`src/rtl/muldiv_pkg.sv`:
```
// Shared definitions for the iterative multiply/divide unit: op encodings,
// sequencer states and the iteration-counter width helper.
package muldiv_pkg;

  localparam logic [2:0] OP_MULT  = 3'b000;
  localparam logic [2:0] OP_MULTU = 3'b001;
  localparam logic [2:0] OP_DIV   = 3'b010;
  localparam logic [2:0] OP_DIVU  = 3'b011;
  localparam logic [2:0] OP_MFHI  = 3'b100;
  localparam logic [2:0] OP_MFLO  = 3'b101;
  localparam logic [2:0] OP_MTHI  = 3'b110;
  localparam logic [2:0] OP_MTLO  = 3'b111;

  typedef enum logic [1:0] {
    IDLE = 2'b00,
    CALC = 2'b01,
    FIX  = 2'b10
  } state_t;

  // Counter must be able to hold the value WIDTH itself.
  function automatic int cnt_width(input int width);
    return $clog2(width) + 1;
  endfunction

endpackage

```
`src/rtl/muldiv_step.sv`:
```
// One combinational iteration: right-shifting shift-add for multiply, or one
// restoring shift-subtract for divide, selected by is_div.
module muldiv_step #(
  parameter int WIDTH = 32
) (
  input  logic             is_div,
  input  logic [WIDTH:0]   acc_in,
  input  logic [WIDTH-1:0] q_in,
  input  logic [WIDTH-1:0] operand,
  output logic [WIDTH:0]   acc_out,
  output logic [WIDTH-1:0] q_out
);

  logic [WIDTH:0] sum;
  logic [WIDTH:0] shifted;
  logic           fits;

  // Multiply: add multiplicand when the current multiplier bit is set, then
  // shift the {acc, q} pair right. Divide: shift in the next dividend bit and
  // subtract the divisor when it fits.
  always_comb begin
    sum     = acc_in + (q_in[0] ? {1'b0, operand} : {(WIDTH+1){1'b0}});
    shifted = {acc_in[WIDTH-1:0], q_in[WIDTH-1]};
    fits    = (shifted >= {1'b0, operand});
    if (is_div) begin
      acc_out = fits ? (shifted - {1'b0, operand}) : shifted;
      q_out   = {q_in[WIDTH-2:0], fits};
    end else begin
      acc_out = {1'b0, sum[WIDTH:1]};
      q_out   = {sum[0], q_in[WIDTH-1:1]};
    end
  end

endmodule

```
`src/rtl/muldiv_sequencer.sv`:
```
// Multi-cycle MULT/MULTU/DIV/DIVU sequencer with HI/LO and MF/MT access.
// Optional MULDIV_EARLY_TERM_EN ends multiplies once the remaining multiplier bits are zero.
module muldiv_sequencer
  import muldiv_pkg::*;
#(
  parameter int WIDTH = 32
) (
  input  logic             clk,
  input  logic             rst,
  input  logic             start,
  input  logic [2:0]       op,
  input  logic [WIDTH-1:0] rs_val,
  input  logic [WIDTH-1:0] rt_val,
  input  logic             flush,
  output logic             busy,
  output logic             stall,
  output logic [WIDTH-1:0] result,
  output logic             result_valid,
  output logic [WIDTH-1:0] hi,
  output logic [WIDTH-1:0] lo
);

  localparam int CW = cnt_width(WIDTH);
  localparam logic [CW-1:0] CNT_ONE  = CW'(1);
  localparam logic [CW-1:0] CNT_LOAD = CW'(WIDTH);

  state_t           state, state_next;
  logic [CW-1:0]    cnt, cnt_dec;
  logic [WIDTH:0]   acc, step_acc;
  logic [WIDTH-1:0] q, step_q, opnd;
  logic             is_div, neg_lo, neg_hi, div_zero;
  logic             accept, is_arith, is_signed, rt_zero;
  logic [WIDTH-1:0] rs_mag, rt_mag;
  logic [2*WIDTH-1:0] prod_raw, prod_fix;
`ifdef MULDIV_EARLY_TERM_EN
  logic [WIDTH-1:0] rem_mask;
`endif

  assign stall     = start & busy;
  assign accept    = start & ~busy & ~flush;
  assign is_arith  = ~op[2];
  assign is_signed = ~op[0];
  assign rt_zero   = (rt_val == {WIDTH{1'b0}});
  assign cnt_dec   = cnt - CNT_ONE;
  assign rs_mag    = (is_signed & rs_val[WIDTH-1]) ? -rs_val : rs_val;
  assign rt_mag    = (is_signed & rt_val[WIDTH-1]) ? -rt_val : rt_val;

  muldiv_step #(.WIDTH(WIDTH)) u_step (
    .is_div  (is_div),
    .acc_in  (acc),
    .q_in    (q),
    .operand (opnd),
    .acc_out (step_acc),
    .q_out   (step_q)
  );

  // After an early stop the product still sits cnt positions high in {acc, q}.
`ifdef MULDIV_EARLY_TERM_EN
  assign prod_raw = {acc[WIDTH-1:0], q} >> cnt;
  assign rem_mask = ~({WIDTH{1'b1}} << cnt_dec);
`else
  assign prod_raw = {acc[WIDTH-1:0], q};
`endif
  assign prod_fix = neg_lo ? -prod_raw : prod_raw;

  // State register and registered busy flag.
  always_ff @(posedge clk) begin
    if (rst) begin
      state <= IDLE;
      busy  <= 1'b0;
    end else begin
      state <= state_next;
      busy  <= (state_next != IDLE);
    end
  end

  // Next-state logic; flush always returns to IDLE.
  always_comb begin
    state_next = state;
    case (state)
      IDLE: begin
        if (accept && is_arith) begin
          state_next = (op[1] && rt_zero) ? FIX : CALC;
        end else begin
          state_next = IDLE;
        end
      end
      CALC: begin
        if (cnt == CNT_ONE) begin
          state_next = FIX;
`ifdef MULDIV_EARLY_TERM_EN
        end else if (!is_div && ((step_q & rem_mask) == {WIDTH{1'b0}})) begin
          state_next = FIX;
`endif
        end else begin
          state_next = CALC;
        end
      end
      FIX:     state_next = IDLE;
      default: state_next = IDLE;
    endcase
    if (flush) begin
      state_next = IDLE;
    end else begin
      state_next = state_next;
    end
  end

  // Datapath: operand capture, iteration, sign fix-up and HI/LO writes.
  always_ff @(posedge clk) begin
    if (rst) begin
      cnt      <= {CW{1'b0}};
      acc      <= {(WIDTH+1){1'b0}};
      q        <= {WIDTH{1'b0}};
      opnd     <= {WIDTH{1'b0}};
      is_div   <= 1'b0;
      neg_lo   <= 1'b0;
      neg_hi   <= 1'b0;
      div_zero <= 1'b0;
      hi       <= {WIDTH{1'b0}};
      lo       <= {WIDTH{1'b0}};
    end else begin
      case (state)
        IDLE: begin
          if (accept) begin
            case (op)
              OP_MTHI: hi <= rs_val;
              OP_MTLO: lo <= rs_val;
              OP_MULT, OP_MULTU, OP_DIV, OP_DIVU: begin
                is_div   <= op[1];
                div_zero <= op[1] & rt_zero;
                acc      <= {(WIDTH+1){1'b0}};
                cnt      <= CNT_LOAD;
                neg_lo   <= is_signed & (rs_val[WIDTH-1] ^ rt_val[WIDTH-1]);
                neg_hi   <= is_signed & rs_val[WIDTH-1];
                opnd     <= op[1] ? rt_mag : rs_mag;
                // Divide-by-zero keeps the raw dividend so HI can return it.
                q        <= op[1] ? (rt_zero ? rs_val : rs_mag) : rt_mag;
              end
              default: ;
            endcase
          end
        end
        CALC: begin
          acc <= step_acc;
          q   <= step_q;
          cnt <= cnt_dec;
        end
        FIX: begin
          if (!flush) begin
            if (!is_div) begin
              hi <= prod_fix[2*WIDTH-1:WIDTH];
              lo <= prod_fix[WIDTH-1:0];
            end else if (div_zero) begin
              hi <= q;
              lo <= {WIDTH{1'b1}};
            end else begin
              lo <= neg_lo ? -q : q;
              hi <= neg_hi ? -acc[WIDTH-1:0] : acc[WIDTH-1:0];
            end
          end
        end
        default: ;
      endcase
    end
  end

  // MFHI/MFLO read port, valid only when the unit is idle.
  always_comb begin
    result       = {WIDTH{1'b0}};
    result_valid = 1'b0;
    if (start && !busy && op == OP_MFHI) begin
      result       = hi;
      result_valid = 1'b1;
    end else if (start && !busy && op == OP_MFLO) begin
      result       = lo;
      result_valid = 1'b1;
    end else begin
      result       = {WIDTH{1'b0}};
      result_valid = 1'b0;
    end
  end

endmodule

```
`config.mk`:
```
export PLATFORM = sky130hd
export DESIGN_NAME = muldiv_sequencer
export DESIGN_NICKNAME = d
export VERILOG_FILES = /design/src/rtl/muldiv_pkg.sv /design/src/rtl/muldiv_step.sv /design/src/rtl/muldiv_sequencer.sv
export SDC_FILE = /design/constraint.sdc
export NUM_CORES = 1
export LEC_CHECK = 0
export ABC_CLOCK_PERIOD_IN_PS = 4000
export BUFFER_PORTS_ARGS = -buffer_cell sky130_fd_sc_hd__buf_2
export CAP_MARGIN = 15
export CORE_ASPECT_RATIO = 1.1
export CORE_MARGIN = 3
export CORE_UTILIZATION = 45
export DETAILED_ROUTE_END_ITERATION = 8
export PLACE_DENSITY = 0.66
export SLEW_MARGIN = 30
export SYNTH_ARGS = -nofsm -noshare
export SYNTH_HDL_FRONTEND = slang
export SYNTH_SLANG_ARGS = --single-unit
```
`constraint.sdc`:
```
create_clock -name clk -period 4 [get_ports clk]
set_clock_uncertainty 0.1 [all_clocks]
set_input_delay 0.2 -clock clk [delete_from_list [all_inputs] [get_ports clk]]
set_output_delay 0.2 -clock clk [all_outputs]
set_load 0.01 [all_outputs]
```
== Yosys cells after proc, flatten, opt, wreduce, memory -nomap -nowiden ==
Cells that the tools add are included.
Widths: inputs -> output; s select.

* Bits in writable memories: 0
* Flip-flop bits (word level): 174
* ROM bits: 0
* Memories: 0
* Latch bits: 0

* Mux-type cells: 42
* Add/sub/neg operators: 8
* Div/mod/pow operators: 0
* $mul: 0
* Reduce and logical (&&, ||, !) cells: 17
* Bitwise gates (word level): 12
* Magnitude comparators: 1
* Equal/unequal tests: 15
* Shifts and indexed selects: 0

{| class="wikitable"
|+ Operators with widths
! cell !! count
|-
| $mux 32 || 23
|-
| $pmux 32 s2 || 3
|-
| $mux 33 || 4
|-
| $neg 32->32 || 4
|-
| $pmux 33 s2 || 1
|-
| $mux 64 || 1
|-
| $neg 64->64 || 1
|-
| $add 33x33->33 || 1
|-
| $ge 33x32->1 || 1
|-
| $sub 33x32->33 || 1
|-
| $logic_not 32->1 || 1
|-
| $eq 3x3->1 const B || 4
|-
| $mux 6 || 2
|-
| $pmux 6 s2 || 1
|-
| $mux 2 || 4
|-
| $reduce_and 4->1 || 2
|-
| $and 1x1->1 || 7
|-
| $eq 3x2->1 const B || 2
|-
| $eq 6x1->1 const B || 1
|-
| $ne 2x2->1 const B || 3
|-
| $reduce_and 3->1 || 2
|-
| $reduce_bool 2->1 || 3
|-
| $sub 6x1->6 const B || 1
|-
| $logic_and 1x1->1 || 5
|-
| other kinds (12) || 17
|}

== Depth between registers and ports, before layout ==
Gate-level depths: netlist of run 1.

* Depth after elaboration: 8
* Depth in mapped cells: 14
* Gate-level depth less buffers: 13

== By module ==
Synthesis of run 1 repeated with hierarchy kept, for this count alone.

* Cell total of the unflattened synthesis: 2427
* Area, all modules: 17349.1 um^2

{| class="wikitable"
|+ By module, submodules not included
! module !! cells an instance !! sequential area each (um^2) !! area each (um^2) !! times used
|-
| muldiv_sequencer || 1738 || 3483.3 || 12488.2 || 1
|-
| muldiv_step || 689 || 0.0 || 4860.9 || 1
|}

== Worst setup path after synthesis of run 1 ==
Ideal clock, no wire load.

* Path type: register to register
* Start: register q[31]
* End: register acc[30]
* Required time: 3.783 ns
* Arrival time: 3.097 ns
* Setup time: 0.117 ns
* Clock period less this slack: 3.315 ns
* Cell stages (with the launch flop): 14
* Slack: 0.685 ns
* Path through: dfxtp_1 > inv_1 > ha_1 > inv_1 > fa_1 > a21o_1 > a221o_1 > a211oi_1 > o22ai_1 > or4_1 > nand3_1 > mux2i_1 > o221ai_1 > a32o_1

* Word-level cells in the longest chain between the ends: 4

{| class="wikitable"
|+ Ends and longest elaborated chain
! item !! line !! text
|-
| start, declared || muldiv_sequencer.sv:30 || <nowiki>logic [WIDTH-1:0] q, step_q, opnd;</nowiki>
|-
| start signal, assigned || muldiv_sequencer.sv:114 || <nowiki>q <= {WIDTH{1'b0}};</nowiki>
|-
| start signal, assigned || muldiv_sequencer.sv:138 || <nowiki>q <= op[1] ? (rt_zero ? rs_val : rs_mag) : rt_mag;</nowiki>
|-
| start signal, assigned || muldiv_sequencer.sv:146 || <nowiki>q <= step_q;</nowiki>
|-
| $sub 33x32->33 / $ge 33x32->1 (equally long branches) || muldiv_step.sv:26, muldiv_step.sv:24 ||
|-
| $mux 33 * || muldiv_step.sv:26 || <nowiki>acc_out = fits ? (shifted - {1'b0, operand}) : shifted;</nowiki>
|-
| $mux 33 * || muldiv_step.sv:25 || <nowiki>if (is_div) begin</nowiki>
|-
| $pmux 33 s2 * || muldiv_sequencer.sv:123 || <nowiki>case (state)</nowiki>
|-
| end signal, assigned || muldiv_sequencer.sv:113 || <nowiki>acc <= {(WIDTH+1){1'b0}};</nowiki>
|-
| end signal, assigned || muldiv_sequencer.sv:132 || <nowiki>acc <= {(WIDTH+1){1'b0}};</nowiki>
|-
| end signal, assigned || muldiv_sequencer.sv:145 || <nowiki>acc <= step_acc;</nowiki>
|-
| end, declared || muldiv_sequencer.sv:29 || <nowiki>logic [WIDTH:0] acc, step_acc;</nowiki>
|}

Mark *: on every way between the ends. The rest lies on a longest branch, timed or not.
A chain may end at the register's enable or synchronous reset.

== Worst setup path in the final report of run 1 ==
* Start: register q[6]
* End: register hi[5]

* Word-level cells in the longest chain between the ends: 5

{| class="wikitable"
|+ Ends and longest elaborated chain
! item !! line !! text
|-
| $neg 64->64 || muldiv_sequencer.sv:64 || <nowiki>assign prod_fix = neg_lo ? -prod_raw : prod_raw;</nowiki>
|-
| $mux 64 || muldiv_sequencer.sv:64 ||
|-
| $mux 32 || muldiv_sequencer.sv:151 || <nowiki>if (!is_div) begin</nowiki>
|-
| $mux 32 || muldiv_sequencer.sv:150 || <nowiki>if (!flush) begin</nowiki>
|-
| $pmux 32 s2 || muldiv_sequencer.sv:123 ||
|-
| end signal, assigned || muldiv_sequencer.sv:127 || <nowiki>OP_MTHI: hi <= rs_val;</nowiki>
|-
| end signal, assigned || muldiv_sequencer.sv:152 || <nowiki>hi <= prod_fix[2*WIDTH-1:WIDTH];</nowiki>
|-
| end signal, assigned || muldiv_sequencer.sv:155 || <nowiki>hi <= q;</nowiki>
|-
| end, declared || muldiv_sequencer.sv:19 || <nowiki>output logic [WIDTH-1:0] hi,</nowiki>
|}

No other way between the ends. The select of a mux whose other input is x is not followed.

==> summary.txt, run 1 <==
Run status
  • Outcome: completed

STA
  • RSZ-0062 raised after global routing: false
  • Period minus WS final: roughly 3.9 ns
  • Slew margin rel.: a little under a third
  • Period utilization: between 90% and 100%
  • Actual slew at the worst max-slew pin: 1.027 ns
  • Pins Over Slew Limit: 0
  • Max Fclk: 254.8 MHz
  • Setup TNS: 0 ns
  • Final Hold Viols: 0
  • Final setup viols: 0

Final layout
  • Share of cells above drive strength 1: about 15%
  • Design area: between 15000 and 20000 sq um
  • Area delta synth->final: 13.05%
  • # nets final: approximately 2.5k
  • Final core occ: approximately 52%

Power and ir drop
  • Clock share of power: 35.2%
  • VDD IR max: 0.2960 mV
  • Power Internal: 0.003297 W
  • Comb pwr share: approximately 29%
  • Switching part of the total: a little over a third
  • NetSw: between 0.0015 and 0.002 W
  • Leakage: ~7.6 nW
  • Pwr dens: 273.5 nW/um^2
  • Sequential share of power: around 36%

Synthesis
  • Top_reg_cell synth: dfxtp_1
  • Synth warn: 0
  • Count leader, synth: nor2_1
  • Synth Area per Inst: 7.275 sq um
  • Syn Nets: ~2.4k
  • Number of flops mapped to enable cells by yosys: 0
  • Cell Area, Synth: ~17000 sq um
  • Ys async rst share: 0%
  • Post-synth top area share: between 20% and 30%
  • Yosys reg bits: approximately 170
  • Cell variety after synth: ~90
  • Synth top cells by count: 257 x nor2_1, 223 x nand2_1, 200 x a21oi_1
  • Sequential-to-total area share from yosys stat: roughly a fifth
  • Largest area contributor in the netlist: dfxtp_1
  • Largest cells by area after synthesis: dfxtp_1 21%, xnor2_1 7.5%, a21oi_1 6.0%, nor2_1 5.8%, ha_1 5.2%
  • Post-Synthesis Cells: 2301

Floorplan
  • Io pins: between 150 and 200
  • Die Y-Extent: approximately 210 um
  • Core area: 36440 sq um
  • Die ar.: 39550 sq um
  • Initial core utilization: 45.93%
  • Row count: 73
  • Die width: approximately 190 um

Clock network
  • Clock tree buffer depth: 2
  • CTS H-tree lvls: 4
  • Post-CTS Setup Inserts: 0
  • Clk slew on worst S/H paths: 0.07 ns
  • Clk_lat worst skew: ~0.46 ns
  • TritonCTS clock tree: done
  • Clk sink count: ~170
  • TritonCTS Buffers: 17
  • Clock root cell: clkbuf_16

Drt
  • Uppermost layer routed: met4
  • Routed wire length: about 72000 um
  • Via/cell ratio: ~6.5
  • Met2 Routed Length: between 30000 and 40000 um
  • DRC: 0
  • Vias: approximately 19k
  • Routed Antenna Nets: 0
  • Met3 wire len: ~7000 um
  • Met1 wire length: roughly 29000 um
  • Drt wl/cell: between 20 and 25 um
  • TritonRoute pass-1 iters: 8
  • DRT iter0 DRCs: 2344

Placed design
  • Gpl congestion: 1.037
  • Port bufs: between 150 and 200
  • Dpl hpwl: about 55000 um
  • Area after DPL: around 18000 sq um

Global routing
  • First-pass GRT wire length: 107100 um
  • Total track usage: roughly a third
  • GRT overflow: 0
  • Initial antenna violation count: 0
  • Number of global-route vias before repair: 17.38k
  • Largest net degree at the start of global routing: 69

Critical path
  • Worst EP arrival: 4.13 ns
  • Startpoint class of the critical path: flip-flop
  • Crit path required time: approximately 4.2 ns
  • Setup crit end kind: flip-flop
  • Slowest stage delay, CP: ~0.67 ns
  • Critical setup path kind: reg2reg
  • Crit path max-delay family: simple AND/OR/NAND/NOR gates
  • Critical path's slowest cell: or4_1
  • Max FO, Critical Path: 9
  • CP bufs+invs: 1
  • Crit path cell chain: or4_1 -> nor4_2 -> nand4_2 -> buf_4 -> or2_1 -> nand2_1 -> xor2_1 -> nor2_1 -> a211oi_1 -> nor4_1

Run
  • Max-Cap Viols: 0

Hold path
  • Worst Hold Class: in2reg
==> worst min-delay path: stages <==
cell and delay, ns:
buf_2 0.16, nand2_1 0.08, a311oi_1 0.08
==> metrics by stage <==
stage | setup WS (ns) | hold WS [ns] | power [W] | instances
2_1_floorplan | 0.6854 | 0.1844 | 0.002823 | 2301
3_3_place_gp | 0.2994 | 0.3430 | 0.003328 | 2865
3_5_place_dp | 0.1578 | 0.3510 | 0.003337 | 2865
4_1_cts | 0.1441 | 0.01286 | 0.005141 | 2899
5_1_grt | 0.002198 | 0.01729 | 0.005349 | 2899
6_report | 0.07567 | 0.01805 | 0.005176 | 2900
==> state kept, by name (all words and copies together) (netlist names) <==
name,flops
lo,32
cnt,6
state,2
neg_lo,1
busy,1
is_div,1
q,32
hi,32
neg_hi,1
acc,33
opnd,32
div_zero,1
==> metal layers <==
layer / global-route usage [%] / vias to the layer above
met2: 53.56 / 1153
met3: 5.982 / 250
met5: 0 / -
met1: 45.09 / 8867
met4: 21.47 / 0
li1: - / 8539
==> cells by family after synthesis <==
logic type | count (synthesis) | synth area share [%]
compound gates | 701 | 27.77
mux | 108 | 6.615
flops | 174 | 20.81
simple gates | 750 | 21.20
xor+xnor | 226 | 11.82
fa+ha+maj | 72 | 5.471
buf+inv | 270 | 6.308
==> cells in the final DEF (no fill, tap or decap), drive strengths merged, types with 11 or more instances in the layout <==
| cell type | netlist | final |
|---|---|---|
| o21a | 11 | 11 |
| a22oi | 22 | 22 |
| dfxtp | 174 | 174 |
| o21ai | 137 | 137 |
| inv | 72 | 79 |
| a21o | 30 | 30 |
| mux2 | 21 | 21 |
| a31oi | 28 | 28 |
| a211oi | 45 | 45 |
| nor4 | 29 | 29 |
| xnor2 | 143 | 143 |
| nand4 | 23 | 23 |
| xor2 | 83 | 83 |
| nor2 | 258 | 258 |
| nand2 | 223 | 223 |
| a221oi | 26 | 26 |
| or3 | 21 | 21 |
| nor3 | 47 | 47 |
| o211ai | 36 | 36 |
| o41ai | 12 | 12 |
| buf | 38 | 275 |
| o31ai | 27 | 27 |
| mux2i | 87 | 87 |
| a21oi | 200 | 200 |
| a222oi | 16 | 16 |
| ha | 70 | 70 |
| nor2b | 17 | 17 |
| clkbuf | 160 | 17 |
| nand3 | 40 | 40 |
| nand2b | 27 | 27 |
| or4 | 20 | 20 |
| o21bai | 14 | 14 |
| o221ai | 35 | 35 |
==> power by group through the flow <==
| stage | logic [W] | registers (W) | clock network (W) |
|---|---|---|---|
| 4_1_cts | 0.00146 | 0.00185 | 0.00183 |
| 6_report | 0.00151 | 0.00185 | 0.00182 |
| 3_5_place_dp | 0.00145 | 0.00189 | 0 |
| 3_3_place_gp | 0.00144 | 0.00189 | 0 |
| 5_1_grt | 0.00159 | 0.00185 | 0.00190 |
| 2_1_floorplan | 0.000966 | 0.00186 | 0 |
==> area by class of cell <==
cell class                      count  area [sq um]
Multi-Input combinational cell   1857         12230
Fill cell                        3608         17520
Tap cell                          487         609.3
Clock buffer                       17         425.4
Inverter                           72         270.3
Antenna cell                        1         2.502
Timing Repair Buffer              277          1702
Clock inverter                     15         192.7
Sequential cell                   174          3488
==> path summary, 6_finish.rpt <==
| kind | from | endpoint | slack [ns] | cells after the start |
|---|---|---|---|---|
| setup / recovery | q[6] | hi[5] | 0.08 | 10 |
| hold / removal | rs_val[14] | hi[14] | 0.02 | 3 |
| setup reg to reg | q[6] | hi[5] | 0.08 | 10 |
| hold reg to reg | opnd[8] | opnd[8] | 0.36 | 2 |
==> repair_timing <==
item,CTS,global route
endpoints found under the setup margin,0,1
hold endpoints to repair,3,0
hold buffers,2,0
resized for setup,0,2
(Power assumes the default switching activity.)
==> inputs of run 2 (changes only) <==
Settings changed: HOLD_SLACK_MARGIN set to 0.08.
==> run 2 against run 1 <==
Register-to-register slack improved by 0.08 ns. Routed wire length about the same. Hold slack improved by 0.082 ns. Global-route usage hardly changed. Combinational power about the same. Sequential share of layout area down 0.12 points. Total power grew 0.17%.
==> summary.txt, run 2 (synthesis results as in run 1) <==
Clock network
  • Clk sink count: 174
  • Clk slew on worst S/H paths: around 0.07 ns
  • TritonCTS clock tree: done
  • TritonCTS Buffers: 17
  • Clk_lat worst skew: between 0.4 and 0.5 ns
  • CTS H-tree lvls: 4
  • Post-CTS Setup Inserts: 0
  • Clock root cell: clkbuf_16
  • Clock tree buffer depth: 2

Critical path
  • Slowest stage delay, CP: between 0.6 and 0.7 ns
  • CP bufs+invs: 1
  • Crit path max-delay family: simple AND/OR/NAND/NOR gates
  • Worst reg2reg endpoint: hi[5]
  • Crit path required time: around 4.2 ns
  • Worst r2r path cells: 10
  • Setup crit end kind: flip-flop
  • Worst EP arrival: 4.06 ns
  • Max FO, Critical Path: 9
  • Startpoint class of the critical path: flip-flop
  • Critical setup path kind: reg2reg
  • FF-to-FF Start: q[6]
  • Crit path cell chain: or4_1 -> nor4_2 -> nand4_2 -> buf_4 -> or2_1 -> nand2_1 -> xor2_1 -> nor2_1 -> a211oi_1 -> nor4_1
  • Flop-to-flop setup slack: approximately 0.15 ns
  • Critical path's slowest cell: or4_1

STA
  • Actual slew at the worst max-slew pin: roughly 1 ns
  • Slew margin rel.: between 30 and 40%
  • Setup TNS: 0 ns
  • Period utilization: a little over nine tenths
  • Final setup viols: 0
  • RSZ-0062 raised after global routing: false
  • Pins Over Slew Limit: 0
  • Max Fclk: around 260 MHz
  • WHS: 0.09983 ns
  • Final Hold Viols: 0
  • Period minus WS final: 3.849 ns

Final layout
  • Max FFs per register: 33
  • Most frequent cells in the layout: 254 x nor2_1, 223 x nand2_1, 200 x a21oi_1
  • Top reg by flops: acc
  • Share of cells above drive strength 1: 15.22%
  • # nets final: between 2k and 3k
  • Commonest non-fill, non-tap cell in the layout: nor2_1
  • Fillers: between 3k and 4k
  • Area delta synth->final: 13.77%

Floorplan
  • Row count: 73
  • Core area: 36440 sq um
  • Initial core utilization: between 40 and 50%
  • Die ar.: approximately 40000 sq um
  • Io pins: 170
  • Die width: 189.9 um
  • Die Y-Extent: roughly 210 um

Run status
  • Outcome: completed

Global routing
  • Largest net degree at the start of global routing: between 60 and 70
  • First-pass GRT wire length: between 100000 and 150000 um
  • Number of global-route vias before repair: ~17k
  • Total track usage: 34.76%
  • GRT overflow: 0
  • Initial antenna violation count: 0

Placed design
  • Gpl congestion: about 1.0
  • Dpl hpwl: 55120 um
  • Port bufs: about 170

Drt
  • DRC: 0
  • Routed Antenna Nets: 0
  • TritonRoute pass-1 iters: 7
  • Drt wl/cell: roughly 25 um
  • Via/cell ratio: between 6 and 7
  • DRT iter0 DRCs: between 2k and 2.5k
  • Routed wire length: approximately 72000 um
  • Vias: roughly 19k

Hold path
  • Hold Path Sink: q[9]
  • Min-delay src: rt_val[9]
  • Hold path depth: 3
  • Worst Hold Class: in2reg

Power and ir drop
  • VDD IR max: around 0.30 mV
  • Pwr dens: roughly 270 nW/um^2
  • Leakage: 7.619 nW

Run
  • Max-Cap Viols: 0
[run 2: cell types whose count changed in the layout (fill, tap and decap cells not counted)]
cell,delta
dlygate4sd3_1,+12
[run 2: worst max-delay path by stage]
| stage | from | end | slack [ns] | cells past startpoint |
|---|---|---|---|---|
| floorplan | q[31] | acc[30] | 0.69 | 13 |
| global placement | q[6] | hi[5] | 0.30 | 10 |
| detailed placement | q[0] | acc[31] | 0.16 | 13 |
| CTS | q[0] | acc[31] | 0.14 | 13 |
| global route | q[6] | hi[19] | 0.03 | 9 |
| finish | q[6] | hi[5] | 0.15 | 10 |
[run 2: layout make-up]
class	instances	area [sq um]	share of cell area, %
Multi-Input combinational cell	1857	12230	64.24
Sequential cell	174	3488	18.32
Timing Repair Buffer	289	1822	9.566
Tap cell	487	609.3	3.200
Clock buffer	17	425.4	2.234
Inverter	72	270.3	1.419
Clock inverter	15	192.7	1.012
Antenna cell	1	2.502	0.01314
[run 2: per-stage QoR]
step	cell area (sq um)	utilization [%]	worst slack (ns)	total power, W	cells
2_1_floorplan	16740	-	0.6854	0.002823	2301
3_3_place_gp	18270	50.14	0.2994	0.003328	2865
3_5_place_dp	18280	50.15	0.1578	0.003337	2865
4_1_cts	19030	52.23	0.1441	0.005150	2911
5_1_grt	19040	52.25	0.02876	0.005356	2911
6_report	19040	52.26	0.1511	0.005184	2912
[run 2: worst reg2reg max path, cell delays in order (launching register included)]
cell and delay, ns:
dfxtp_1 0.42, or4_1 0.67, nor4_2 0.63, nand4_2 0.32
buf_4 0.26, or2_1 0.30, nand2_1 0.11, xor2_1 0.28
nor2_1 0.08, a211oi_1 0.43, nor4_1 0.11
[run 2: layer usage]
layer | routed length, um | GRT usage, %
met1 | 28680 | 44.83
met2 | 31110 | 53.52
met3 | 6643 | 6.168
met4 | 5418 | 21.80
met5 | 0 | 0
[run 2: report_power, final]
part,total [W],switching (W),internal [W]
combinational,0.00151,0.000942,0.000569
clock,0.00182,0.000867,0.000955
sequential,0.00185,0.0000701,0.00178
[run 2: repair_timing]
item / 4_1_cts / 5_1_grt
gates resized for setup: 0 / 2
hold endpoints to repair: 17 / 0
endpoints found under the setup margin: 0 / 1
hold buffers: 14 / 0
